<file path="config.mk">
export PLATFORM = sky130hd
export DESIGN_NAME = retirer
export DESIGN_NICKNAME = d
export VERILOG_FILES = /design/src/rtl/retirer.sv
export SDC_FILE = /design/constraint.sdc
export NUM_CORES = 1
export LEC_CHECK = 0
export CORE_MARGIN = 10
export CORE_UTILIZATION = 35
export DETAILED_ROUTE_END_ITERATION = 12
export PLACE_DENSITY_LB_ADDON = 0.12
export REMOVE_ABC_BUFFERS = 1
export SKIP_CTS_REPAIR_TIMING = 1
export SLEW_MARGIN = 20
export SYNTH_ARGS = -nofsm -noshare
export SYNTH_HDL_FRONTEND = slang
export SYNTH_SLANG_ARGS = --single-unit
</file>
<file path="constraint.sdc">
create_clock -name clk -period 2 [get_ports clk]
set_input_delay 0.2 -clock clk [delete_from_list [all_inputs] [get_ports clk]]
set_output_delay 0.2 -clock clk [all_outputs]
set_load 0.1 [all_outputs]
</file>
<file path="src/rtl/retirer.sv">
// -----------------------------------------------------------------------------
// retirer -- writeback stage of the five-stage pipeline.
//
// Accepts one completed instruction per cycle from the memory accessor,
// extracts and sign/zero-extends load data, and drives the register-file
// write port one cycle after the transfer. A misaligned load halts the core
// (sticky trap, only reset recovers). Also keeps 64-bit cycle and
// retired-instruction counters.
//
// Handshake: a transfer happens on a rising edge where accessor_valid and
// writeback_ready are both 1. writeback_ready depends only on state (1 in
// RUN, 0 in HALT), never on accessor_valid. Accessor inputs are sampled only
// on a transfer edge.
//
// Ports:
//   clk, reset            clock, synchronous active-high reset
//   accessor_valid        accessor presents a completed instruction
//   writeback_ready       retirer can accept this cycle
//   accessor_rd           destination register index
//   accessor_rd_data      ALU/CSR result for non-load instructions
//   accessor_is_l*        load type flags (priority lw > lh > lhu > lb > lbu)
//   accessor_mem_offset   low two bits of the load address
//   accessor_mem_rdata    aligned memory word returned for the load
//   wen/waddr/wdata       register-file write port (registered)
//   fwd_valid/rd/data     decoder bypass, identical to the write port
//   retire_valid          one pulse per retired instruction (including x0)
//   trap                  sticky misaligned-load halt
//   cycle_count           cycles since reset
//   retire_count          instructions retired since reset
//   dbg_state             current FSM state (0 = RUN, 1 = HALT)
// -----------------------------------------------------------------------------
module retirer (
  input  logic        clk,
  input  logic        reset,
  input  logic        accessor_valid,
  output logic        writeback_ready,
  input  logic [4:0]  accessor_rd,
  input  logic [31:0] accessor_rd_data,
  input  logic        accessor_is_lb,
  input  logic        accessor_is_lbu,
  input  logic        accessor_is_lh,
  input  logic        accessor_is_lhu,
  input  logic        accessor_is_lw,
  input  logic [1:0]  accessor_mem_offset,
  input  logic [31:0] accessor_mem_rdata,
  output logic        wen,
  output logic [4:0]  waddr,
  output logic [31:0] wdata,
  output logic        fwd_valid,
  output logic [4:0]  fwd_rd,
  output logic [31:0] fwd_data,
  output logic        retire_valid,
  output logic        trap,
  output logic [63:0] cycle_count,
  output logic [63:0] retire_count,
  output logic        dbg_state
);

  typedef enum logic {
    RUN  = 1'b0,
    HALT = 1'b1
  } state_e;

  state_e      state_q, state_d;
  logic        wen_q, wen_d;
  logic [4:0]  waddr_q, waddr_d;
  logic [31:0] wdata_q, wdata_d;
  logic        retire_valid_q, retire_valid_d;
  logic [63:0] cycle_q, cycle_d;
  logic [63:0] retire_q, retire_d;

  logic        xfer;
  logic        misaligned;
  logic [31:0] result;
  logic [7:0]  sel_byte;
  logic [15:0] sel_half;

  assign sel_byte = accessor_mem_rdata[8*accessor_mem_offset +: 8];
  assign sel_half = accessor_mem_rdata[16*accessor_mem_offset[1] +: 16];

  // Load decode: the highest-priority flag alone decides both the result and
  // whether the access is misaligned.
  always_comb begin
    result     = accessor_rd_data;
    misaligned = 1'b0;
    if (accessor_is_lw) begin
      result     = accessor_mem_rdata;
      misaligned = (accessor_mem_offset != 2'd0);
    end else if (accessor_is_lh) begin
      result     = {{16{sel_half[15]}}, sel_half};
      misaligned = accessor_mem_offset[0];
    end else if (accessor_is_lhu) begin
      result     = {16'd0, sel_half};
      misaligned = accessor_mem_offset[0];
    end else if (accessor_is_lb) begin
      result     = {{24{sel_byte[7]}}, sel_byte};
    end else if (accessor_is_lbu) begin
      result     = {24'd0, sel_byte};
    end
  end

  assign writeback_ready = (state_q == RUN);
  assign xfer            = accessor_valid && writeback_ready;

  always_comb begin
    state_d        = state_q;
    wen_d          = 1'b0;
    waddr_d        = waddr_q;
    wdata_d        = wdata_q;
    retire_valid_d = 1'b0;
    cycle_d        = cycle_q + 64'd1;
    retire_d       = retire_q;
    if (xfer) begin
      if (misaligned) begin
        state_d = HALT;
      end else begin
        // rd = x0 still retires and updates waddr/wdata, but never writes.
        wen_d          = (accessor_rd != 5'd0);
        waddr_d        = accessor_rd;
        wdata_d        = result;
        retire_valid_d = 1'b1;
        retire_d       = retire_q + 64'd1;
      end
    end
  end

  always_ff @(posedge clk) begin
    if (reset) begin
      state_q        <= RUN;
      wen_q          <= 1'b0;
      waddr_q        <= 5'd0;
      wdata_q        <= 32'd0;
      retire_valid_q <= 1'b0;
      cycle_q        <= 64'd0;
      retire_q       <= 64'd0;
    end else begin
      state_q        <= state_d;
      wen_q          <= wen_d;
      waddr_q        <= waddr_d;
      wdata_q        <= wdata_d;
      retire_valid_q <= retire_valid_d;
      cycle_q        <= cycle_d;
      retire_q       <= retire_d;
    end
  end

  assign wen          = wen_q;
  assign waddr        = waddr_q;
  assign wdata        = wdata_q;
  assign fwd_valid    = wen_q;
  assign fwd_rd       = waddr_q;
  assign fwd_data     = wdata_q;
  assign retire_valid = retire_valid_q;
  assign trap         = (state_q == HALT);
  assign cycle_count  = cycle_q;
  assign retire_count = retire_q;
  assign dbg_state    = state_q;

endmodule

</file>
==> results of run 1 <==
## power groups by stage
stage | clock, W | sequential, W | combinational (W)
after floorplan | 0 | 0.00436 | 0.000243
after global placement | 0 | 0.00355 | 0.00170
after detailed placement | 0 | 0.00354 | 0.00171
after CTS | 0.00323 | 0.00347 | 0.00171
after global routing | 0.00336 | 0.00348 | 0.00178
final | 0.00315 | 0.00347 | 0.00171
## flip-flops by register name, summed over array words and instances, names as in the netlist
name,flops
cycle_count,64
retire_count,64
fwd_data,32
fwd_rd,5
dbg_state,1
fwd_valid,1
retire_valid,1
## path summary, 6_finish.rpt
kind,cells after the start,slack [ns],endpoint,from
worst max-delay path,8,0.04,cycle_count[63],cycle_count[1]
worst min-delay path,2,0.21,fwd_data[3],reset
worst max register to register,8,0.04,cycle_count[63],cycle_count[1]
worst min register to register,2,0.48,fwd_rd[3],fwd_rd[3]
## worst max-delay path, stage by stage, from the launching register on
cell and delay (ns):
dfxtp_2 0.35, buf_6 0.10, nand4_1 0.18, nor4_2 0.29, buf_4 0.20, nand4_1 0.13
buf_6 0.17, or3_4 0.35, a21oi_1 0.12
## layout by cell type (no fill, tap or decap), types with 5 or more instances in the layout
master,instances
a221oi_1,7
dfxtp_2,13
nor4_1,12
xor2_1,45
clkbuf_16,17
nor4_2,7
nand4_1,69
xnor2_1,25
a211oi_1,27
o21ai_1,9
buf_4,390
a21oi_1,77
or3_4,6
or3_1,31
nand3_1,46
and3_1,15
nand2_1,82
dfxtp_1,153
and2_1,5
a21oi_2,9
mux2_2,8
o31ai_1,13
clkdlybuf4s50_1,75
nor2_1,131
a31o_2,5
buf_6,9
inv_1,21
a311oi_1,9
and4_1,13
mux2i_1,7
o22ai_1,7
nor3_1,38
o21ai_0,28
clkinvlp_4,5
or4_1,10
## per-stage QoR
stage                     cells  util [%]  total power [W]  setup WS [ns]
after floorplan             970         -          0.00460          -2.22
after global placement     1747      50.2          0.00525         -0.411
after detailed placement   1747      50.2          0.00525         -0.459
after CTS                  1779      52.4          0.00841        -0.0840
after global routing       1808      54.3          0.00862        -0.0827
final                      1808      54.3          0.00833         0.0436
## routing by layer
metal,wire length (µm),vias up,GRT usage [%]
met2,15700,307,33.6
met4,578,0,5.97
li1,-,4653,-
met5,0,-,0
met3,2940,31,7.82
met1,13600,4450,23.3
## logic make-up after synthesis
kind of cell | Yosys count | share of synthesized area, %
AND/OR/NAND/NOR | 492 | 29.6
AO/OA/AOI/OAI | 201 | 14.4
flip-flops | 168 | 39.5
buffers and inverters | 114 | 6.87
XOR/XNOR | 70 | 7.20
multiplexers | 16 | 2.14
adder cells (fa/ha/maj) | 2 | 0.294
## layout make-up
class / instances / area (µm²)
Timing Repair Buffer: 482 / 3890
Multi-Input combinational cell: 781 / 4780
Clock inverter: 11 / 88.8
Fill cell: 2354 / 11000
Tap cell: 324 / 405
Inverter: 21 / 78.8
Clock buffer: 21 / 460
Sequential cell: 168 / 3390
==> results.cfg, run 1 <==
[status]
outcome = finished, final reports clean

[timing]
fmax_mhz = 511
rsz0062_at_grt = true
drv_slew = 0
min_period_ns = 1.96
slew_headroom_pct = 63.4
worst_pin_slew_ns = 0.546
finalSetupTns_ns = 0
setup_viol = 0
hold_viol = 0
fin_crit_sh_pct = 97.8
finalClockSkew_ns = 0.0156
holdWs_ns = 0.210

[clocking]
clock_sinks = 168
cts_tree = done
clkTransAtPathRegs_ns = 0.07
clk_latency_ns = 0.43
cts_buffers = 17
clockBufferDepth = 2
cts_max_level = 4
cts-root-buf = clkbuf_16

[yosys]
yosys-top-cells-count = 168 x dfxtp_1, 133 x nor2_1, 87 x a21oi_1, 83 x nand2_1, 69 x nand4_1
synth_top_area_cell = dfxtp_1
synth_top_flop_cell = dfxtp_1
synth_edf_count = 0
synth_cells = 1063
synth_cell_types = 48
avgSynthCellArea_um2 = 8.01
netlist_area_um2 = 8520
synth_area_leaders = dfxtp_1 39%, nor2_1 5.9%, a21oi_1 5.1%
ys_seq_area_share_pct = 39.5
ys_seq_elements = 168
synthMostInstantiatedCell = dfxtp_1
async_flop_share_pct = 0
yosys.area.top_type_share_pct = 39.5
yosys_warnings = 0

[placement]
io_buffers = 286
dp_hpwl_um = 25100
routabilityCongestion = 0.870
dpl_cell_area_um2 = 12100

[die]
die_w_um = 176
fp.dieArea_um2 = 31000
start_util_pct = 35.3
rows = 57
ios = 287
coreArea_um2 = 24100
die_y_um = 176

[hold_path]
hold_class = in -> reg

[layout]
final_nets = 1552
drive_above_1_share_pct = 34.4
final_area_um2 = 13100
antenna_cells = 0
syn_to_final_growth_pct = 53.8

[setup_path]
cp_max_fo = 5
cp.required_ns = 2.36
crit_arrival_ns = 2.32
crit_type = reg -> reg
critPathCaptureType = register
start_kind = register

[routing]
dr.pass1.iters = 4
vias = 9441
viasPerCell = 5.22
ant_nets = 0
drc_errors = 0
wl_um = 32800
wl_per_cell_um = 18.1
drtIter0Drc = 531

[global_routing]
overflow = 0
antenna_found_initial = 0
grt_first_pass_wirelength_um = 50100
grt_max_degree = 75
track_usage_pct = 20.1
grt_pass1_vias = 9123

[power_and_ir_drop]
p_comb_share_pct = 20.5
p_leak_nw = 5.23
switching_power_w = 0.00277
ir_worst_vdd_mv = 0.385
swShare_pct = 33.3
p_clk_share_pct = 37.8
p_seq_share_pct = 41.7
internal_power_w = 0.00555
power_density_nw_per_um2 = 636

[flow_run]
maxCapViolCount = 0
No activity file was read; power rests on OpenSTA's default activity.
==> run 2: changes to the inputs <==
CORE_UTILIZATION = 42   (was 35)
==> run 2 against run 1 <==
  * Clock skew barely moved
  * Critical endpoint is now retire_count[43]
  * Final cell count decreased by 3.5%
  * The flow now finishes with violations (setup timing)
  * Final area about the same
  * Sequential power is essentially flat
  * Sequential cell count unchanged
==> results.cfg, run 2 (synthesis gave the netlist of run 1 again) <==
[layout]
fill_cells = 1728
final_nets = 1543
syn_to_final_growth_pct = 53.7
drive_above_1_share_pct = 35.1
antenna_cells = 0
multi_input_area_um2 = 4870
final_area_um2 = 13100
seqCellArea_um2 = 3390
final_common_cell = buf_4
final_cell_mix = 383 x buf_4, 150 x dfxtp_1, 131 x nor2_1

[routing]
drtIter0Drc = 616
ant_nets = 0
viasPerCell = 5.48
vias = 9560
drc_errors = 0
wl_per_cell_um = 18.6
dr.pass1.iters = 6
wl_um = 32400

[timing]
finalClockSkew_ns = 0.0155
slew_headroom_pct = 60.7
fin_crit_sh_pct = 100
worst_pin_slew_ns = 0.589
worst_slack_ns = -0.00491
min_period_ns = 2.00
fmax_mhz = 499
setup_viol = 1
drv_slew = 0
rsz0062_at_grt = true
hold_viol = 0

[global_routing]
met1_usage_pct = 26.1
use_met3_pct = 8.90
grt_first_pass_wirelength_um = 49300
busiest_layer = met2
overflow = 0
grtUsageMet2_pct = 38.8
grt_max_degree = 45
track_usage_pct = 22.8
antenna_found_initial = 0
grt_pass1_vias = 9157

[power_and_ir_drop]
power_density_nw_per_um2 = 643
switching_power_w = 0.00275
finalPower_w = 0.00842
p_comb_share_pct = 20.2
p_clk_share_pct = 38.6
p_seq_share_pct = 41.2
p_leak_nw = 5.26
internal_power_w = 0.00568
ir_worst_vdd_mv = 0.578
swShare_pct = 32.6

[setup_path]
cp.required_ns = 2.37
critical_path_buf_inv_count = 2
crit_type = reg -> reg
path_delay_family = simple AND/OR/NAND/NOR gates
critPathCaptureType = register
path_cells = nand4_4 -> nor4_4 -> buf_4 -> buf_6 -> nand4_1 -> or4_4 -> a21oi_2
crit_path_top_delay_cell = or4_4
cp_max_fo = 4
crit_arrival_ns = 2.37
start_kind = register
cp_slowest_stage_delay_ns = 0.54

[die]
rows = 52
coreArea_um2 = 20100
start_util_pct = 42.4
die_y_um = 162
die_w_um = 162
fp.dieArea_um2 = 26400
ios = 287

[placement]
dp_hpwl_um = 24200
io_buffers = 286
dpl_cell_area_um2 = 12000
routabilityCongestion = 0.915

[clocking]
clock_sinks = 168
clkTransAtPathRegs_ns = 0.08
clk_latency_ns = 0.44
cts_max_level = 4
clockBufferDepth = 2
cts-root-buf = clkbuf_16
cts_buffers = 17
cts_tree = done

[status]
outcome = finished, violations left
violations = setup timing

[flow_run]
maxCapViolCount = 0

[hold_path]
hold_class = in -> reg
-- run 2: per-layer routing --
layer | wire length [µm] | share of wire [%] | up-vias
li1 | - | - | 4649
met1 | 12700 | 39 | 4495
met2 | 16000 | 49 | 374
met3 | 3130 | 9.7 | 42
met4 | 578 | 1.8 | 0
met5 | 0 | 0 | -
-- run 2: power by group through the flow --
stage,clock network (W),registers [W],logic [W]
after floorplan,0,0.00436,0.000243
after global placement,0,0.00354,0.00169
after detailed placement,0,0.00354,0.00170
after CTS,0.00332,0.00347,0.00170
after global routing,0.00342,0.00347,0.00177
final,0.00325,0.00347,0.00170
-- run 2: final cells by class --
cell class	instances	share of cell area (%)
Clock buffer	21	3.52
Tap cell	270	2.58
Inverter	21	0.602
Sequential cell	168	25.9
Clock inverter	11	0.869
Multi-Input combinational cell	781	37.2
Timing Repair Buffer	473	29.4
-- run 2: metrics by stage --
step	setup TNS, ns	hold slack, ns	setup WS, ns	util, %	cells
floorplan	-184.85	0.267	-2.22	-	970
global placement	-16.65	0.465	-0.369	59.6	1684
detailed placement	-21.67	0.470	-0.431	59.6	1684
CTS	-1.04	0.215	-0.132	62.5	1716
global route	-0.651	0.265	-0.0705	65.1	1745
finish	-0.00491	0.238	-0.00491	65.1	1745
-- run 2: worst paths after layout --
kind	from	end	slack, ns	depth (start not counted)
max	retire_count[10]	retire_count[43]	-0.005	7
min	reset	cycle_count[0]	0.24	2
max reg2reg	retire_count[10]	retire_count[43]	-0.005	7
min reg2reg	fwd_rd[0]	fwd_rd[0]	0.48	2
==> run 3: changes to the inputs <==
PLACE_DENSITY = 0.78   (was default)
PLACE_DENSITY_LB_ADDON = default   (was 0.12)
SKIP_LAST_GASP = 1   (was default)
SLEW_MARGIN = default   (was 20)
==> run 3 against run 2 <==
  * The run still ends with setup timing left
  * Clock power increased by 6.8%
  * Sequential power is essentially flat
  * First-iteration DRC count is 21% higher
  * Final area is essentially flat
  * Die area unchanged
  * Wire length increased by 0.37%
  * Register-to-register slack worse by 0.097 ns
  * Final cell count increased by 0.11%
  * Worst hold slack improved by 0.023 ns
  * Sequential share of layout area decreased by 0.085 points
  * Sequential cell count unchanged
==> results.cfg, run 3 (synthesis gave the netlist of run 1 again) <==
[status]
outcome = finished, violations left
violations = setup timing

[routing]
vias = 9830
wl_um = 32500
ant_nets = 0
viasPerCell = 5.63
drtIter0Drc = 743
dr.pass1.iters = 5
wl_per_cell_um = 18.6
drc_errors = 0

[layout]
final_nets = 1545
final_cell_mix = 382 x buf_4, 161 x dfxtp_1, 133 x nor2_1
final_common_cell = buf_4
antenna_cells = 0
drive_above_1_share_pct = 34.0
fin_util_pct = 65.1
syn_to_final_growth_pct = 53.6
final_area_um2 = 13100
fin_cells = 1747

[clocking]
clock_sinks = 168
clk_latency_ns = 0.43
cts_buffers = 17
cts_tree = done
clockBufferDepth = 2
clkTransAtPathRegs_ns = 0.07
cts_max_level = 4
cts-root-buf = clkbuf_16

[timing]
worst_slack_ns = -0.101
drv_slew = 0
hold_viol = 0
rsz0062_at_grt = true
worst_pin_slew_ns = 0.605
finalClockSkew_ns = 0.0186
fin_crit_sh_pct = 105
slew_headroom_pct = 59.4
fmax_mhz = 476
min_period_ns = 2.10
setup_viol = 14

[die]
ios = 287
rows = 52
die_w_um = 162
start_util_pct = 42.4
coreArea_um2 = 20100
fp.dieArea_um2 = 26400
die_y_um = 162

[hold_path]
hold_class = in -> reg
holdPathStages = 2

[placement]
dp_hpwl_um = 24300
io_buffers = 286
dpl_cell_area_um2 = 12000
dp.cells = 1688
routabilityCongestion = 0.981

[setup_path]
worst-r2r-cell-count = 7
start_kind = register
critPathCaptureType = register
cp_max_fo = 6
crit_arrival_ns = 2.46
cp.required_ns = 2.36
crit_type = reg -> reg

[flow_run]
maxCapViolCount = 0

[power_and_ir_drop]
ir_worst_vdd_mv = 0.471
finalPower_w = 0.00865
p_leak_nw = 5.24
power_density_nw_per_um2 = 661

[global_routing]
grt_pass1_vias = 9464
track_usage_pct = 22.7
antenna_found_initial = 0
grt_first_pass_wirelength_um = 49600
grt_max_degree = 47
overflow = 0
## run 3: final cells by class
cell class | instances | area [µm²]
fillers | 1640 | 7020
repair buffers | 475 | 3870
inverters | 21 | 78.8
multi-input cells | 781 | 4810
flip-flops and latches | 168 | 3370
clock inverters | 9 | 140
clock buffers | 23 | 478
well taps | 270 | 338
## run 3: power breakdown
group	switching [W]	internal, W	total [W]
sequential	0.0000575	0.00341	0.00347
clock	0.00139	0.00208	0.00347
combinational	0.00124	0.000470	0.00171
## run 3: path summary, 6_finish.rpt
kind                  start          endpoint  slack, ns
hold reg to reg   fwd_rd[2]         fwd_rd[2]       0.48
setup reg to reg  dbg_state  retire_count[59]      -0.10
setup / recovery  dbg_state  retire_count[59]      -0.10
hold / removal        reset  retire_count[10]       0.26
## run 3: critical path: stages (launching register included)
cell and delay, ns:
dfxtp_2 0.32, nand4b_1 0.23, nor4_4 0.35, buf_4 0.20, nand3_2 0.13, buf_6 0.18
or4_4 0.51, a21oi_2 0.13
## run 3: per-stage QoR
stage                     TNS [ns]  worst slack [ns]  hold slack (ns)
after floorplan            -184.85             -2.22            0.267
after global placement      -15.85            -0.393            0.464
after detailed placement    -21.11            -0.441            0.464
after CTS                    -1.22            -0.119            0.231
after global routing         -3.98            -0.231            0.263
final                       -0.754            -0.101            0.261
## run 3: metal layers
metal / up-vias / part of all wire [%] / wire (µm) / global-route usage [%]
met5: - / 0 / 0 / 0
met4: 0 / 2.5 / 819 / 7.69
met3: 60 / 9.5 / 3100 / 7.89
met2: 436 / 50 / 16200 / 39.4
met1: 4688 / 38 / 12400 / 25.4
li1: 4646 / - / - / -
